===== src/rtl/logic_unit_pipe.sv =====
// Two-stage valid/ready bitwise logic unit (AND/OR/XOR/NAND) with enable gating,
// zero and parity flags on the registered result.
module logic_unit_pipe #(
   parameter int unsigned WIDTH = 4
) (
   input  logic             clk,
   input  logic             rst_n,
   input  logic             E,
   input  logic             in_valid,
   output logic             in_ready,
   input  logic [1:0]       op,
   input  logic [WIDTH-1:0] Ain,
   input  logic [WIDTH-1:0] Bin,
   output logic             out_valid,
   input  logic             out_ready,
   output logic [WIDTH-1:0] Y,
   output logic             zero,
   output logic             parity
);

   logic             s1_valid_q, s1_valid_d;
   logic [WIDTH-1:0] s1_a_q, s1_a_d;
   logic [WIDTH-1:0] s1_b_q, s1_b_d;
   logic [1:0]       s1_op_q, s1_op_d;
   logic             s2_valid_q, s2_valid_d;
   logic [WIDTH-1:0] y_q, y_d;
   logic             zero_q, zero_d;
   logic             parity_q, parity_d;
   logic             s2_adv;
   logic             in_xfer;
   logic [WIDTH-1:0] res;

   always_comb begin
      // S2 is free to load when empty or being drained this cycle.
      s2_adv   = s1_valid_q & (~s2_valid_q | out_ready);
      in_ready = ~s1_valid_q | s2_adv;
      in_xfer  = in_valid & in_ready;

      res = '0;
      case (s1_op_q)
         2'b00:   res = s1_a_q & s1_b_q;
         2'b01:   res = s1_a_q | s1_b_q;
         2'b10:   res = s1_a_q ^ s1_b_q;
         default: res = ~(s1_a_q & s1_b_q);
      endcase

      s1_valid_d = s1_valid_q;
      s1_a_d     = s1_a_q;
      s1_b_d     = s1_b_q;
      s1_op_d    = s1_op_q;
      if (in_xfer) begin
         s1_valid_d = 1'b1;
         s1_a_d     = Ain & {WIDTH{E}};
         s1_b_d     = Bin & {WIDTH{E}};
         s1_op_d    = op;
      end else if (s2_adv) begin
         s1_valid_d = 1'b0;
      end

      s2_valid_d = s2_valid_q;
      y_d        = y_q;
      zero_d     = zero_q;
      parity_d   = parity_q;
      if (s2_adv) begin
         s2_valid_d = 1'b1;
         y_d        = res;
         zero_d     = ~|res;
         parity_d   = ^res;
      end else if (out_ready) begin
         s2_valid_d = 1'b0;
      end
   end

   always_ff @(posedge clk) begin
      if (!rst_n) begin
         s1_valid_q <= 1'b0;
         s1_a_q     <= '0;
         s1_b_q     <= '0;
         s1_op_q    <= 2'b00;
         s2_valid_q <= 1'b0;
         y_q        <= '0;
         zero_q     <= 1'b0;
         parity_q   <= 1'b0;
      end else begin
         s1_valid_q <= s1_valid_d;
         s1_a_q     <= s1_a_d;
         s1_b_q     <= s1_b_d;
         s1_op_q    <= s1_op_d;
         s2_valid_q <= s2_valid_d;
         y_q        <= y_d;
         zero_q     <= zero_d;
         parity_q   <= parity_d;
      end
   end

   assign out_valid = s2_valid_q;
   assign Y         = y_q;
   assign zero      = zero_q;
   assign parity    = parity_q;

endmodule

===== config.mk =====
export PLATFORM = sky130hd
export DESIGN_NAME = logic_unit_pipe
export DESIGN_NICKNAME = d
export VERILOG_FILES = /design/src/rtl/logic_unit_pipe.sv
export SDC_FILE = /design/constraint.sdc
export NUM_CORES = 1
export LEC_CHECK = 0
export CAP_MARGIN = 40
export CORE_MARGIN = 2
export CORE_UTILIZATION = 48
export DETAILED_ROUTE_END_ITERATION = 10
export GPL_TIMING_DRIVEN = 0
export PLACE_DENSITY = 0.77
export SETUP_SLACK_MARGIN = 0.3
export SLEW_MARGIN = 20
export SYNTH_ARGS = -nofsm -noshare
export SYNTH_HDL_FRONTEND = slang
export SYNTH_SLANG_ARGS = --single-unit

===== constraint.sdc =====
create_clock -name clk -period 2.1 [get_ports clk]
set_input_delay 0.42 -clock clk [delete_from_list [all_inputs] [get_ports clk]]
set_output_delay 0.42 -clock clk [all_outputs]
set_load 0.01 [all_outputs]

---- After elaboration in Yosys (flattened, before gate mapping) ----
Cells that the tools add are included.
storage, ports and cells
  word-level logic and storage cells ...... 33
  output and inout bits ................... 8
  register bits ........................... 18
operators by class
  mux-type cells .......................... 5
  equal/unequal tests ..................... 2
  reduce and logical (&&, ||, !) cells .... 6
  bitwise logic cells ..................... 12
operator list
  cell                  number
  $and A4 B4 Y4         3
  $pmux W4 S3           1
  $mux W1               4
  $not A4 Y4            1
  $or A4 B4 Y4          1
  $reduce_bool A2 Y1    2
  $reduce_or A4 Y1      1
  $reduce_xor A4 Y1     1
  $xor A4 B4 Y4         1
  $and A1 B1 Y1         2
  $eq A2 B1 Y1 const B  1
  $eq A2 B2 Y1 const B  1
  $logic_not A2 Y1      1
  $not A1 Y1            2
  $or A1 B1 Y1          2
  $logic_not A1 Y1      1

---- Logic depth before layout (Yosys ltp) ----
  depth in word-level cells ............... 6
  gate-level depth with buffers ........... 7
  gate-level depth less buffers ........... 7

---- Worst setup path after synthesis ----
OpenSTA, ideal clock, no wires.
  path kind ............................... register -> register
  start point ............................. register s1_a_q[0]
  end point ............................... register parity_q (netlist: parity)
  data required time ...................... 2.014 ns
  stages on the path, launching flop included .. 8
  period minus slack after synthesis ...... 1.709 ns
  path slack .............................. 0.391 ns
  buffers on the path ..................... 0
  data arrival time ....................... 1.623 ns
  cells stage by stage .................... dfxtp_1 > inv_1 > ha_1 > mux2_4 > mux2i_2 > ha_1 > xnor2_1 > a211oi_1
between the ends
  longest elaborated chain between the ends .. 4
  elaborated cells on any way between the ends .. 6
  classes of those cells .................. 1 x mux; 4 x bitwise; 1 x reduce/logical
ends and longest elaborated chain
  element                 RTL line  RTL
  from (decl)             22        logic [WIDTH-1:0] s1_a_q, s1_a_d;
  from (signal assigned)  77        s1_a_q <= '0;
  from (signal assigned)  86        s1_a_q <= s1_a_d;
  $and A4 B4 Y4           41, 44
  $not A4 Y4              44        default: res = ~(s1_a_q & s1_b_q);
  $pmux W4 S3 *           40        case (s1_op_q)
  $reduce_xor A4 Y1 *     68        parity_d = ^res;
  to (signal assigned)    92        parity_q <= parity_d;
  to (decl)               28        logic parity_q, parity_d;
Mark *: on every way between the ends. The rest lies on a longest branch, timed or not.
A chain may end at the register's enable or synchronous reset.

---- Worst setup path after layout ----
  start point ............................. register s1_a_q[1]
  end point ............................... register parity_q (netlist: parity)
Same word-level chain as after synthesis.

==> out/results.txt <==
Placer Congestion: 0.801
Outcome: complete, no violations
Wire length per cell: 15.6 um
CTS Buffer Depth: 2
Via count: 941
Starting density of the core: 0.513
DRC violations left: 0
Leakage: 0.519 nW
Initial DRT Pass Iterations: 4
Antenna violations before repair: 0
Total grt overflow: 0
Slew margin rel.: 0.684
CP required: 2.29 ns
Post-Route WL: 2.58 mm
Worst-Skew Late Latency: 0.31 ns
Largest net degree at the start of global routing: 11
Hold Worst Slack: 0.439 ns
Clock net sink count: 18
Vias per cell: 5.70
Area growth syn-to-layout: 38.4%
Die area: 2480 um^2
Total power: 751 uW
Row count: 16
Hold Fails Final Rpt: 0
Fillers: 160
Arrival @ worst endpoint: 1.99 ns
Detailed placement HPWL: 1.68 mm
I/O Pins: 23
Core region area: 1960 um^2
Root buf cell: clkbuf_4
Min-delay worst type: in2reg
H-tree depth: 1
Hold-fix buffers, CTS: 0
RSZ-0062 raised after global routing: yes
Mapped Area: 1010 um^2
Net count after synthesis: 136
Total GRT Usage: 0.211
First-pass GRT wire length: 4.04 mm
Clock-pin slew on the worst setup and hold paths: 0.11 ns
Sequential share of the synthesized area: 0.358
Power per cell area: 539 nW/um^2
Yosys warnings: 0
Highest clock rate: 0.556 GHz
1st-iter DRT viols: 36
Syn_area_per_cell: 9.07 um^2
WS Path Type: reg2reg
DP Worst Slack: -0.217 ns
Setup TNS: 0 ns
Final setup margin: 0.302 ns
Final ANT Viol Nets: 0
Tcrit/Tclk final: 0.856
CTS buffer count: 3
Kind of end point of the critical path: flip-flop
Yosys cell types: 24
Min cycle time layout: 1.80 ns
CTS tree: done
Die height: 49.8 um
VDD IR max: 0.372 mV
Layout cells sized above 1: 0.246
Critical Path Start Type: flip-flop
Actual slew at the worst max-slew pin: 0.474 ns
# nets final: 164
IO buf count: 21
Final Max Tran Viols: 0
Synth Instances: 111
Chip width: 49.8 um
CP max FO: 3
Inserted Diodes: 0
Post-synthesis register bit count: 18
Vias in the first global route: 946
Final setup viols: 0
Final Util: 0.710
Max cap viols: 0
Final Skew: 0.00239 ns
cell usage in the layout (no fill, tap or decap), drive strengths merged:
cell / Yosys / routed
mux2: 4 / 4
clkbuf: 4 / 8
nand2: 4 / 4
xnor2: 1 / 1
dfxtp: 18 / 18
buf: 4 / 6
dlygate4sd2: 0 / 1
a211oi: 1 / 1
mux2i: 8 / 8
o21ai: 11 / 11
inv: 12 / 12
clkdlybuf4s15: 0 / 1
nand2b: 1 / 1
nor2b: 1 / 1
o22ai: 4 / 4
a21oi: 14 / 14
nand4: 9 / 9
ha: 10 / 10
nand3: 3 / 3
clkdlybuf4s50: 0 / 19
and3b: 1 / 1
nor2: 1 / 1
synthesized netlist by cell type (all sizes together):
cell    count  area (um^2)
dfxtp      18          360
xnor2       1         8.76
ha         10          125
nand2b      1         6.26
o22ai       4         25.0
and3b       1         8.76
mux2        4         60.1
a21oi      14         70.1
nor2        1         3.75
nor2b       1         6.26
a211oi      1         7.51
nand3       3         15.0
inv        12         45.0
clkbuf      4         16.3
o21ai      11         55.1
nand2       4         15.0
buf         4         31.3
mux2i       8         91.3
nand4       9         56.3
cell type report:
cell class | count | area [um^2] | area share
inverter | 12 | 45.0 | 0.0323
sequential | 18 | 372 | 0.267
timing repair buffer | 23 | 225 | 0.162
tap | 27 | 33.8 | 0.0242
buffer | 8 | 51.3 | 0.0368
clock buffer | 4 | 36.3 | 0.0260
multi-input combinational | 73 | 631 | 0.452
worst max-delay path, cell delays in order, from the launching register on:
cell      delay [ns]
dfxtp_2         0.36
inv_1           0.05
ha_1            0.28
mux2_4          0.27
mux2i_4         0.20
ha_4            0.24
xnor2_2         0.19
a211oi_2        0.09
through the flow:
step	area, um^2	std cells
final	1390	165
after detailed placement	1250	159
after CTS	1330	164
after global routing	1390	165
after global placement	1250	159
after floorplan	1010	111
routing by layer:
layer / vias to the layer above / share of wire / global-route usage
met2: 31 / 0.53 / 0.378
li1: 450 / - / -
met5: - / 0 / 0
met3: 10 / 0.033 / 0.0212
met4: 0 / 0.030 / 0.111
met1: 450 / 0.41 / 0.245
flip-flops by register name (all words and copies together), names as in the netlist:
name and cells:
parity 1, s1_valid_q 1, Y 4, s1_b_q 4, s1_op_q 2, out_valid 1
s1_a_q 4, zero 1
worst paths after layout:
| kind | startpoint | to | slack, ns | depth (start not counted) |
|---|---|---|---|---|
| min | E | s1_a_q[3]$_SDFFE_PN0P_ | 0.44 | 3 |
| min reg2reg | zero$_SDFFE_PN0P_ | zero$_SDFFE_PN0P_ | 0.49 | 2 |
| max reg2reg | s1_a_q[1]$_SDFFE_PN0P_ | parity$_SDFFE_PN0P_ | 0.30 | 7 |
| max | s1_a_q[1]$_SDFFE_PN0P_ | parity$_SDFFE_PN0P_ | 0.30 | 7 |
power by group:
group          switching [mW]  internal [mW]
Combinational          0.0747         0.0831
Clock                   0.120          0.106
Sequential            0.00971          0.357
cell families (layout without fill, tap and decap cells):
family | after synthesis | in the layout | share of synthesized area
simple gates | 20 | 20 | 0.111
fa+ha+maj | 10 | 10 | 0.124
buf+inv | 20 | 47 | 0.0919
xor+xnor | 1 | 1 | 0.00870
flops | 18 | 18 | 0.358
compound gates | 30 | 30 | 0.157
mux | 12 | 12 | 0.150
what timing repair did:
item                                    4_1_cts  5_1_grt
setup buffers                                 1        1
endpoints found under the setup margin        2        2
pin swaps                                     1        1
gates resized for setup                      14        9
Note: power is estimated with default switching activity, not from simulation.
